[config.mk]
export PLATFORM = sky130hd
export DESIGN_NAME = series_to_parallel
export DESIGN_NICKNAME = d
export VERILOG_FILES = /design/src/rtl/series_to_parallel.sv
export SDC_FILE = /design/constraint.sdc
export NUM_CORES = 1
export LEC_CHECK = 0
export CAP_MARGIN = 5
export CORE_MARGIN = 4
export CORE_UTILIZATION = 50
export DETAILED_ROUTE_END_ITERATION = 16
export GPL_TIMING_DRIVEN = 0
export PLACE_DENSITY = 0.77
export SLEW_MARGIN = 15
export SYNTH_ARGS = -nofsm -noshare
export SYNTH_HDL_FRONTEND = slang
export SYNTH_SLANG_ARGS = --single-unit
[constraint.sdc]
create_clock -name clk_h -period 5.55 [get_ports clk_h]
set_input_delay 0.8325 -clock clk_h [delete_from_list [all_inputs] [get_ports clk_h]]
set_output_delay 0.8325 -clock clk_h [all_outputs]
set_load 0.03 [all_outputs]
[src/rtl/series_to_parallel.sv]
// Serial-to-parallel soft-bit assembler: packs modOrder signed samples into one word,
// first sample in the highest used slot, with flush of partial words and illegal-order flagging.
module series_to_parallel #(
    parameter int maxWordOut = 6,
    parameter int bitW       = 5
) (
    input  logic                               clk_h,
    input  logic                               rst,
    input  logic                               ival,
    input  logic signed [bitW-1:0]             ibit,
    input  logic        [3:0]                  modOrder,
    input  logic                               iflush,
    output logic                               oval,
    output logic signed [maxWordOut*bitW-1:0]  obit,
    output logic        [3:0]                  olen,
    output logic                               opart,
    output logic                               oerr
);

    localparam logic [3:0] MAX_ORD = 4'(maxWordOut);

    logic signed [bitW-1:0] shd     [maxWordOut];
    logic signed [bitW-1:0] shd_nxt [maxWordOut];

    logic [3:0] idx;
    logic [3:0] ord;
    logic [3:0] eff_ord;
    logic [3:0] slot;
    logic [3:0] cnt_nxt;
    logic       start;
    logic       illegal;
    logic       accept;
    logic       complete;
    logic       flush;
    logic       emit;

    // NOTE: every signal assigned here gets a value on every path, so no latch is inferred.
    always_comb begin
        start    = ival && (idx == 4'd0);
        illegal  = start && ((modOrder == 4'd0) || (modOrder > MAX_ORD));
        accept   = ival && !illegal;
        // The first sample of a word uses the live modOrder; later samples use the latched order.
        eff_ord  = (idx == 4'd0) ? modOrder : ord;
        slot     = eff_ord - 4'd1 - idx;
        cnt_nxt  = idx + {3'd0, accept};
        complete = accept && (cnt_nxt == eff_ord);
        flush    = iflush && (cnt_nxt != 4'd0) && !complete;
        emit     = complete || flush;
        for (int k = 0; k < maxWordOut; k++) begin
            shd_nxt[k] = (accept && (slot == 4'(k))) ? ibit : shd[k];
        end
    end

    // NOTE: state uses non-blocking assignments so every register samples pre-edge values.
    always_ff @(posedge clk_h) begin
        if (rst) begin
            idx   <= '0;
            ord   <= '0;
            oval  <= 1'b0;
            obit  <= '0;
            olen  <= '0;
            opart <= 1'b0;
            oerr  <= 1'b0;
            // NOTE: the shadow buffer is a handful of registers and must be clean for a fresh word, so it is reset.
            for (int k = 0; k < maxWordOut; k++) begin
                shd[k] <= '0;
            end
        end else begin
            oval  <= emit;
            opart <= flush;
            olen  <= emit ? cnt_nxt : 4'd0;
            oerr  <= illegal;
            for (int k = 0; k < maxWordOut; k++) begin
                obit[k*bitW +: bitW] <= emit ? shd_nxt[k] : '0;
                shd[k]               <= emit ? '0 : shd_nxt[k];
            end
            idx <= emit ? 4'd0 : cnt_nxt;
            if (start && accept) begin
                ord <= modOrder;
            end
        end
    end

endmodule

# Yosys cells after proc, flatten, opt, wreduce, memory -nomap -nowiden
# Memories as Yosys holds them, arrays and structs flattened.
# Cells that the tools add are included.
[totals]
in_bits = 13
ram_bits = 30
n_memories = 1
word_cells = 70
ff_bits = 45
[mem_list]
columns = ["memory", "words", "width", "read_ports", "rd_clocked_by_memory_dff", "write_ports", "line", "rtl"]
rows = [
  ["shd", 6, 5, 6, 0, 6, "22", "logic signed [bitW-1:0] shd [maxWordOut];"],
]
[op_classes]
n_eq_ne = 6
n_reduce_logical = 23
addsub = 3
mux = 22
bitwise = 7
order_cmp = 1
[op_table]
columns = ["operator", "count"]
rows = [
  ["5-bit two-way mux", 18],
  ["1-bit logical AND", 13],
  ["4-bit zero test", 3],
  ["4-bit by 2-bit == test with 1-bit output, second input constant", 2],
  ["4-bit by 3-bit == test with 1-bit output, second input constant", 2],
  ["1-bit OR", 6],
  ["4-bit by 1-bit adder with 4-bit output", 1],
  ["4-bit by 1-bit == test with 1-bit output, second input constant", 1],
  ["4-bit == test", 1],
  ["4-bit by 3-bit greater-than comparator with 1-bit output, second input constant", 1],
  ["4-bit two-way mux", 1],
  ["4-bit nonzero test", 1],
  ["2-bit OR reduction", 2],
  ["4-bit by 1-bit subtractor with 4-bit output, second input constant", 1],
  ["4-bit subtractor", 1],
  ["1-bit two-way mux", 3],
  ["1-bit zero test", 2],
  ["1-bit logical OR", 2],
  ["1-bit NOT", 1],
]

# Logic depth before layout (Yosys ltp)
[depth]
word_depth = 13
depth_mapped = 14
ltp_nobuf = 12

# Least setup slack after synthesis
# No wires, ideal clock.
[synth_timing]
path_type = "input to register"
from = "input modOrder[0]"
to = "register obit[6]"
path_buffers = 2
t_arrival_ps = 3385
required_time_ps = 5484
path_stages = 13
setup_ps = 66
setup_slack_ps = 2099
cell_sequence = "nor3_1 o31ai_1 nand2_1 inv_1 ha_1 ha_1 xnor2_1 xnor2_1 or4_4 o31a_1 buf_6 buf_8 nor2_1"
[synth_between]
elab_chain_len = 13
[synth_rtl]
columns = ["element", "line", "rtl"]
rows = [
  ["start, declared", "11", "input logic [3:0] modOrder,"],
  ["4-bit by 3-bit greater-than comparator with 1-bit output or 4-bit zero test (tied branches)", "40", "illegal = start && ((modOrder == 4'd0) || (modOrder > MAX_ORD));"],
  ["1-bit logical OR", "40", ""],
  ["1-bit logical AND", "40", ""],
  ["1-bit zero test", "41", "accept = ival && !illegal;"],
  ["1-bit logical AND", "41", ""],
  ["4-bit by 1-bit adder with 4-bit output", "45", "cnt_nxt = idx + {3'd0, accept};"],
  ["4-bit == test", "46", "complete = accept && (cnt_nxt == eff_ord);"],
  ["1-bit logical AND", "46", ""],
  ["1-bit zero test", "47", "flush = iflush && (cnt_nxt != 4'd0) && !complete;"],
  ["1-bit logical AND", "47", ""],
  ["1-bit logical OR", "48", "emit = complete || flush;"],
  ["1-bit NOT (no source line)", "--", ""],
  ["2-bit OR reduction (no source line)", "--", ""],
  ["end signal, assigned by index", "74", "obit[k*bitW +: bitW] <= emit ? shd_nxt[k] : '0;"],
  ["end, declared", "14", "output logic signed [maxWordOut*bitW-1:0] obit,"],
]
# Several ways; a longest one is shown, not always the timed one.
# A chain may end at the register's enable or synchronous reset.

==> out/summary.txt <==
Critical path type = in2reg
Clock power frac = 38.0%
Layout cells sized above 1 = 12.2%
Die area = 6570 um^2
Clock latency on the worst-skew pair = 0.35 ns
Syn_area_per_cell = 10.8 um^2
Vias in the first global route = 1,804
Psw = 0.000310 W
Met3 Usage GRT = 5.54%
Crit path required time = 5.79 ns
GR peak layer = met2
Std-Cell Rows = 26
Seq pwr share = 46.7%
Met2 Use GR = 27.6%
Crit path max-delay family = simple AND/OR/NAND/NOR gates
Antenna-violating nets left = 0
Max cap viols = 0
Grt total ovfl = 0
Part of the cycle the worst path needs = 73.4%
CP Capture Type = flip-flop
Unrepaired setup endpoints after global routing = false
Die height = 81.1 um
Crit Path Max Fanout = 10
PwrDens = 342 nW/um^2
# setup viols final = 0
Most common cell after layout, fill and taps aside = dfxtp_1
Largest net degree at the start of global routing = 14
CTS tree = built
M1 GR Usage = 22.8%
Clock Tree Buf Depth = 2
Antenna violations before repair = 0
Max rail drop VDD = 263 uV
Slew Viols, Final = 0
F_max = 246 MHz
Clock transition at the registers of the reported paths = 0.08 ns
Register area share after synthesis = 56.2%
All-layer global routing usage = 17.8%
Post-cts sizing count = 0
Setup TNS = 0 ns
Final wirelength = 5120 um
CTS sink cnt = 75
Internal = 0.000876 W
Vias/cell = 4.74
Class of the worst hold path = reg2reg
Initial Utilization = 51.9%
DPL Wire Length = 3640 um
Commonest non-fill, non-tap cells in the layout = 75 x dfxtp_1, 73 x nor2_1, 49 x clkdlybuf4s50_1
WP buf/inv = 3
CP max stage cell = or4_4
Post-cts hold buffer count = 0
Mapped Area = 2670 um^2
Status = finished, final reports clean
Syn Inst Count = 247
Final critical-path required period = 4.07 ns
R2R Setup Slk = 1.77 ns
Delay of the slowest critical-path stage = 0.55 ns
Port bufs = 49
H-tree levels = 3
Ant diodes = 0
Warnings from Yosys = 0
Switching Fraction = 26.1%
WHS = 0.485 ns
EDFF count, synth = 0
GPL Wtd Cong = 0.854
DRT iter0 DRCs = 108
Vias = 1,810
Die Span X = 81.1 um
CP Cell Sequence = clkdlybuf4s50_1, nor3_1, o31ai_1, nand2_1, inv_1, ha_1, ha_1, xnor2_1, xnor2_1, or4_4, o211ai_2, buf_2, nor2_1
Ys flop type = dfxtp_1
Worst Tran Pin Value = 0.865 ns
Post-CTS setup buffer count = 0
1st-pass router iterations = 4
Wire length per cell = 13.4 um
Total CTS buffers = 9
DRC viols = 0
First-pass GRT wire length = 8670 um
I/O pin count = 50
Async S/R FF share, synth = 0%
Critical Path Start Type = input pin
Slew HR = 42.2%
Netlist cell types = 34
Post-Syn Nets = 266
Area grow syn2layout = 29.8%
Core area = 5140 um^2
Leakage power figure = 1.26 nW
Nets = 326
Overall Power = 0.00119 W
Final number of hold-violating endpoints = 0
Setup Skew = 0.00567 ns
CP Data Arrival Time = 4.31 ns
Clock root buffer = clkbuf_8
Comb pwr share = 15.3%
Synthesized flop and latch total = 75
==> logic make-up (layout without fill, tap and decap cells) <==
group / count (synthesis) / count (layout) / synth area share [%]
AND/OR/NAND/NOR: 98 / 98 / 17.6
flip-flops: 75 / 75 / 56.2
multiplexers: 37 / 37 / 14.2
buffers and inverters: 16 / 81 / 3.65
XOR/XNOR: 9 / 9 / 3.51
adder cells (fa/ha/maj): 6 / 6 / 3.09
AO/OA/AOI/OAI: 6 / 6 / 1.73
==> cell type report <==
type	count	area (um^2)
Sequential cell	75	1500
Timing Repair Buffer	49	490
Tap cell	70	87.6
Clock buffer	9	124
Fill cell	425	1680
Buffer	8	67.6
Multi-Input combinational cell	156	1070
Inverter	8	30.0
Clock inverter	7	92.6
==> synth_stat cells, types with 2 or more instances <==
library cell | n | share of area, %
nor3_2 | 3 | 1.1
nand3_1 | 4 | 0.75
and3_1 | 2 | 0.47
nand2b_1 | 2 | 0.47
nand2_1 | 3 | 0.42
buf_2 | 3 | 0.56
inv_1 | 8 | 1.1
ha_1 | 5 | 2.3
nor2_1 | 73 | 10
xnor2_1 | 7 | 2.3
mux2_2 | 2 | 0.84
nor4_2 | 2 | 0.94
nor3_1 | 2 | 0.37
nor2_2 | 2 | 0.47
mux2i_1 | 34 | 13
dfxtp_1 | 75 | 56
buf_6 | 3 | 1.3
==> stage by stage <==
stage | std cells | util [%] | instance area [um^2] | setup slack, ns
final | 382 | 67.4 | 3460 | 1.48
after global routing | 382 | 67.4 | 3460 | 1.22
after CTS | 382 | 67.4 | 3460 | 1.47
after detailed placement | 366 | 63.2 | 3250 | 1.11
after global placement | 366 | 63.2 | 3250 | 1.21
after floorplan | 247 | - | 2670 | 2.10
==> sequential cells by signal, summed over array words and instances, names as in the netlist <==
name	cells
oerr	1
oval	1
opart	1
obit	30
shd	30
idx	4
ord	4
olen	4
==> layer usage <==
metal / wire, um / vias up
met2: 2430 / 38
met3: 291 / 11
li1: - / 932
met5: 0 / -
met1: 2290 / 829
met4: 108 / 0
==> power by group through the flow <==
stage	clock network (W)	logic, W	registers, W
finish	0.000451	0.000182	0.000553
global route	0.000483	0.000199	0.000555
CTS	0.000456	0.000182	0.000554
detailed placement	0	0.000181	0.000566
global placement	0	0.000177	0.000566
floorplan	0	0.000125	0.000574
==> worst paths after layout <==
check | from | end | cells after the start
max | modOrder[0] | shd[1][4] | 13
min | ord[3] | ord[3] | 1
max reg2reg | idx[1] | shd[1][4] | 12
min reg2reg | ord[3] | ord[3] | 1
No activity file was read; power rests on OpenSTA's default activity.
==> RTL edit 1 (same settings) <==
The parameter `maxWordOut` goes from 6 to 7.
--- a/src/rtl/series_to_parallel.sv
+++ b/src/rtl/series_to_parallel.sv
@@ -1,7 +1,7 @@
 // Serial-to-parallel soft-bit assembler: packs modOrder signed samples into one word,
 // first sample in the highest used slot, with flush of partial words and illegal-order flagging.
 module series_to_parallel #(
-    parameter int maxWordOut = 6,
+    parameter int maxWordOut = 7,
     parameter int bitW       = 5
 ) (
     input  logic                               clk_h,
Interface: changed (resized obit); port bits go from 50 to 55. The function was not compared with the original's and may differ.
==> RTL edit 1 against the unedited design <==
  * Final area rose by 27%
  * Routed wire length rose by 91%
  * Register-to-register slack improved by 0.02 ns
  * Power rose by 24%
  * Via count rose by 79%
  * Setup slack got worse by 0.18 ns
  * Count of clock-buffer cells in the layout did not move
  * Area after synthesis rose by 33%
  * Largest power group unchanged
  * Critical path depth fell by 1
  * Synthesized cell count rose by 42%
  * Clock skew rose by 0.0061 ns
  * Sequential cell count rose by 10
==> RTL edit 1: results <==
group,metric,value,unit
global_route,global_route_wire_length_before_repair,15.99,mm
finish,nClkBuffers,9,
finish,multiInputGateArea,1649,µm²
finish,final.signal_buffer_count,88,
place,placement.cell_area,4208,µm²
finish,nFillCells,606,
finish,layout.comb_gates.multi_input,223,
global_route,grt_pass1_vias,3115,
detailed_routing,detailedRoute.firstIterationViolations,273,
place,gp_routability_congestion,0.8892,
sta,worst_slew_margin_rel,33.99,%
clocking,postCtsSetupRepairBufs,0,
detailed_routing,detail_route.vias_per_cell,6.266,
clocking,htree_num_levels,3,
power,power.ir.vdd_worst,160.5,µV
finish,antenna_cells,0,
global_route,grt_start_max_net_pins,16,
yosys,ys_seq_area_share,47.84,%
place,dp_hpwl,6.639,mm
worst_setup_path,cp.arrival,4.50,ns
global_route,all_layer_global_routing_usage,23.68,%
finish,postLayoutCellArea,4404,µm²
clocking,worst_setup_hold_path_clk_slew,0.09,ns
sta,finalHoldViolations,0,
finish,finalNonFillerCells,516,
yosys,synth_top_flop_cell,"dfxtp_1",
detailed_routing,drt-pass1-iter-count,5,
finish,layout_cells_sized_above_1,9.286,%
place,port_buffers,53,
min_path,min_path_type,"flip-flop to flip-flop",
finish,finalNetCount,434,
worst_setup_path,slowest_delay,0.49,ns
worst_setup_path,critical-path-top-delay-family,"compound AO/OA/AOI/OAI gates",
yosys,post_synth_main_area_contributors,"dfxtp_1 (48%), a211oi_1 (15%), o31ai_1 (7.4%)",
finish,nNonClkInverters,8,
place,post_place_cells,500,
yosys,synthTopCellsByCount,"dfxtp_1 (85), a211oi_1 (70), nand4_1 (37)",
power,p_leak,1.388,nW
clocking,post_cts.resized_instances,0,
worst_setup_path,critPathMaxFanout,10,
yosys,postSynth.asyncResetShare,0,%
clocking,clk-insertion-delay-late,0.36,ns
yosys,postSynthNetCount,370,
sta,setup_viol,0,
outcome,run_status,"finished, final reports clean",
sta,clock_skew,0.01174,ns
power,switching_share,36.08,%
detailed_routing,wl_per_cell,18.90,µm
yosys,synthesized_instance_count,351,
finish,seq-cell-share,38.64,%
detailed_routing,antenna_violating_nets_post_route,0,
finish,non_clock_buffer_area_share,16.05,%
finish,clockNetworkAreaShare,4.460,%
yosys,synth-warning-count,0,
clocking,cts.sinks,85,
place,dpl_worst_slack,1.001,ns
yosys,netlist-cell-type-count,41,
clocking,cts.path.max_buffers,2,
worst_setup_path,slowest_stage,"clkdlybuf4s50_1",
finish,layout_top_registers,"obit (35), shd (35)",
-- RTL edit 1: final timing paths --
path,start,end,slack [ns],cells after the start
max,modOrder[0],obit[19]$_SDFF_PP0_,1.30,12
min,ord[3]$_SDFFE_PP0P_,ord[3]$_SDFFE_PP0P_,0.50,1
max reg2reg,idx[2]$_SDFF_PP0_,obit[19]$_SDFF_PP0_,1.79,12
min reg2reg,ord[3]$_SDFFE_PP0P_,ord[3]$_SDFFE_PP0P_,0.50,1
-- RTL edit 1: routing by layer --
metal  vias up  global-route usage (%)  share of wire, %
met1      1528                   31.01                44
met5         -                       0                 0
met4         0                   9.653               2.7
met3        28                   5.443               7.2
li1       1524                       -                 -
met2       153                   37.70                47
-- RTL edit 1: logic make-up after synthesis --
| logic type | after synthesis | synth area share (%) |
|---|---|---|
| AO/OA/AOI/OAI | 116 | 24.48 |
| AND/OR/NAND/NOR | 88 | 15.27 |
| flip-flops | 85 | 47.84 |
| buffers and inverters | 43 | 5.804 |
| XOR/XNOR | 9 | 3.060 |
| adder cells (fa/ha/maj) | 6 | 2.322 |
| multiplexers | 4 | 1.231 |
-- RTL edit 1: power groups by stage --
stage	clock network, mW	logic, mW	registers, mW
after floorplan	0	0.264	0.652
after global placement	0	0.387	0.643
after detailed placement	0	0.392	0.644
after CTS	0.441	0.397	0.629
after global routing	0.472	0.437	0.631
final	0.436	0.409	0.630
-- RTL edit 1: stage by stage --
step	power [mW]	utilization (%)	hold slack, ns
5_1_grt	1.539	64.12	0.5157
3_5_place_dp	1.036	61.26	0.4801
4_1_cts	1.467	64.12	0.4963
6_report	1.474	64.12	0.4974
3_3_place_gp	1.030	61.26	0.4778
2_1_floorplan	0.9160	-	0.4674
==> RTL edit 2 (config.mk and constraints unchanged) <==
Made on the original files. Add an input register stage for `ival`, `ibit`, `modOrder` and `iflush`, cleared by the reset; this delays them by one clock.
--- a/src/rtl/series_to_parallel.sv
+++ b/src/rtl/series_to_parallel.sv
@@ -19,6 +19,25 @@
 
     localparam logic [3:0] MAX_ORD = 4'(maxWordOut);
 
+    logic ival_q;
+    logic signed [bitW-1:0] ibit_q;
+    logic        [3:0] modOrder_q;
+    logic iflush_q;
+
+    always_ff @(posedge clk_h) begin
+        if (rst) begin
+            ival_q     <= '0;
+            ibit_q     <= '0;
+            modOrder_q <= '0;
+            iflush_q   <= '0;
+        end else begin
+            ival_q     <= ival;
+            ibit_q     <= ibit;
+            modOrder_q <= modOrder;
+            iflush_q   <= iflush;
+        end
+    end
+
     logic signed [bitW-1:0] shd     [maxWordOut];
     logic signed [bitW-1:0] shd_nxt [maxWordOut];
 
@@ -36,18 +55,18 @@
 
     // NOTE: every signal assigned here gets a value on every path, so no latch is inferred.
     always_comb begin
-        start    = ival && (idx == 4'd0);
-        illegal  = start && ((modOrder == 4'd0) || (modOrder > MAX_ORD));
-        accept   = ival && !illegal;
+        start    = ival_q && (idx == 4'd0);
+        illegal  = start && ((modOrder_q == 4'd0) || (modOrder_q > MAX_ORD));
+        accept   = ival_q && !illegal;
         // The first sample of a word uses the live modOrder; later samples use the latched order.
-        eff_ord  = (idx == 4'd0) ? modOrder : ord;
+        eff_ord  = (idx == 4'd0) ? modOrder_q : ord;
         slot     = eff_ord - 4'd1 - idx;
         cnt_nxt  = idx + {3'd0, accept};
         complete = accept && (cnt_nxt == eff_ord);
-        flush    = iflush && (cnt_nxt != 4'd0) && !complete;
+        flush    = iflush_q && (cnt_nxt != 4'd0) && !complete;
         emit     = complete || flush;
         for (int k = 0; k < maxWordOut; k++) begin
-            shd_nxt[k] = (accept && (slot == 4'(k))) ? ibit : shd[k];
+            shd_nxt[k] = (accept && (slot == 4'(k))) ? ibit_q : shd[k];
         end
     end
 
@@ -76,7 +95,7 @@
             end
             idx <= emit ? 4'd0 : cnt_nxt;
             if (start && accept) begin
-                ord <= modOrder;
+                ord <= modOrder_q;
             end
         end
     end
Behaviour: not the same (Yosys sat finds a counterexample within 4 cycles, from zero or initial values and one cycle with rst high).
==> RTL edit 2 against the unedited design <==
  * Synthesized cell count increased by 9.3%
  * Area after synthesis increased by 11%
  * Sequential cell count increased by 11
  * Cell count increased by 6.3%
  * Final area increased by 7.9%
  * Routed wire length increased by 4.6%
  * Setup slack improved by 0.46 ns
  * Critical path type is now flip-flop to flip-flop
  * Critical endpoint is now shd[2][2]$_SDFF_PP0_
Power is not compared: it rests on default switching activity, and its combinational part moved more than twofold at a synthesized area within 25%.
==> RTL edit 2: results <==
group,metric,value,unit
place,placement.cell_area,3541,µm²
finish,layout_cells_sized_above_1,10.48,%
place,post_place_cells,391,
place,dp_hpwl,3.878,mm
finish,layout_top_registers,"obit (30), shd (30), ibit_q (5)",
place,gp_routability_congestion,0.8958,
detailed_routing,dr_wl_met2,2.547,mm
global_route,all_layer_global_routing_usage,16.13,%
global_route,grt_start_max_net_pins,15,
detailed_routing,detailedRoute.firstIterationViolations,103,
global_route,global_route.usage.met2,26.06,%
worst_setup_path,cp-endpoint,"shd[2][2]$_SDFF_PP0_",
detailed_routing,route.met3.wl,277,µm
detailed_routing,route.vias.total,1931,
worst_setup_path,cp.arrival,3.85,ns
detailed_routing,wl_per_cell,13.18,µm
sta,post-route-min-period,3.614,ns
detailed_routing,met1Wirelength,2.467,mm
yosys,post_synth_main_area_contributors,"dfxtp_1 (58%), mux2i_1 (11%), nor2_1 (9.1%)",
yosys,synthesized_instance_count,270,
yosys,synthTopCellsByCount,"dfxtp_1 (86), nor2_1 (72), mux2i_1 (34)",
worst_setup_path,slowest_delay,0.51,ns
floorplan,initial_utilization,52.79,%
worst_setup_path,ff2ff_setup_slack,1.94,ns
finish,antenna_cells,0,
global_route,globalRouteMet3Util,6.408,%
sta,hold_ws,0.4816,ns
worst_setup_path,startpoint_of_the_worst_slack_reg_to_reg_timing_path,"idx[0]$_SDFF_PP0_",
sta,clock_skew,0.009436,ns
global_route,global_route_wire_length_before_repair,8.990,mm
clocking,htree_num_levels,3,
outcome,run_status,"finished, final reports clean",
worst_setup_path,start_kind,"flip-flop",
finish,finalNetCount,349,
min_path,hold_start,"ord[3]$_SDFFE_PP0P_",
yosys,ys_seq_area_share,58.16,%
sta,tightest_slew,0.7987,ns
RTL edit 2: cell types whose count changed after synthesis, sizes merged:
cell / change
or3: +2
xor2: +1
nor4b: -1
nor3: +1
dfxtp: +11
clkbuf: +1
nor2b: +11
nor2: -1
nand2: -1
nand2b: -1
RTL edit 2: kinds of logic after synthesis:
| kind of cell | Yosys count | share of synthesized area (%) |
|---|---|---|
| buffers and inverters | 17 | 3.423 |
| xor gates and xnor gates | 10 | 3.424 |
| AOI/OAI and AO/OA | 6 | 1.564 |
| adders and majority gates | 6 | 2.790 |
| DFF | 86 | 58.16 |
| and+or+nand+nor | 108 | 18.01 |
| muxes | 37 | 12.64 |
RTL edit 2: cell type report:
class                      instances  area (µm²)
fill                             449        1871
buffer                             9       71.32
timing repair buffer              49       490.5
sequential                        86        1722
clock buffer                      11       141.4
inverter                           8       30.03
multi-input combinational        167        1137
tap                               72       90.09
clock inverter                     4       55.05
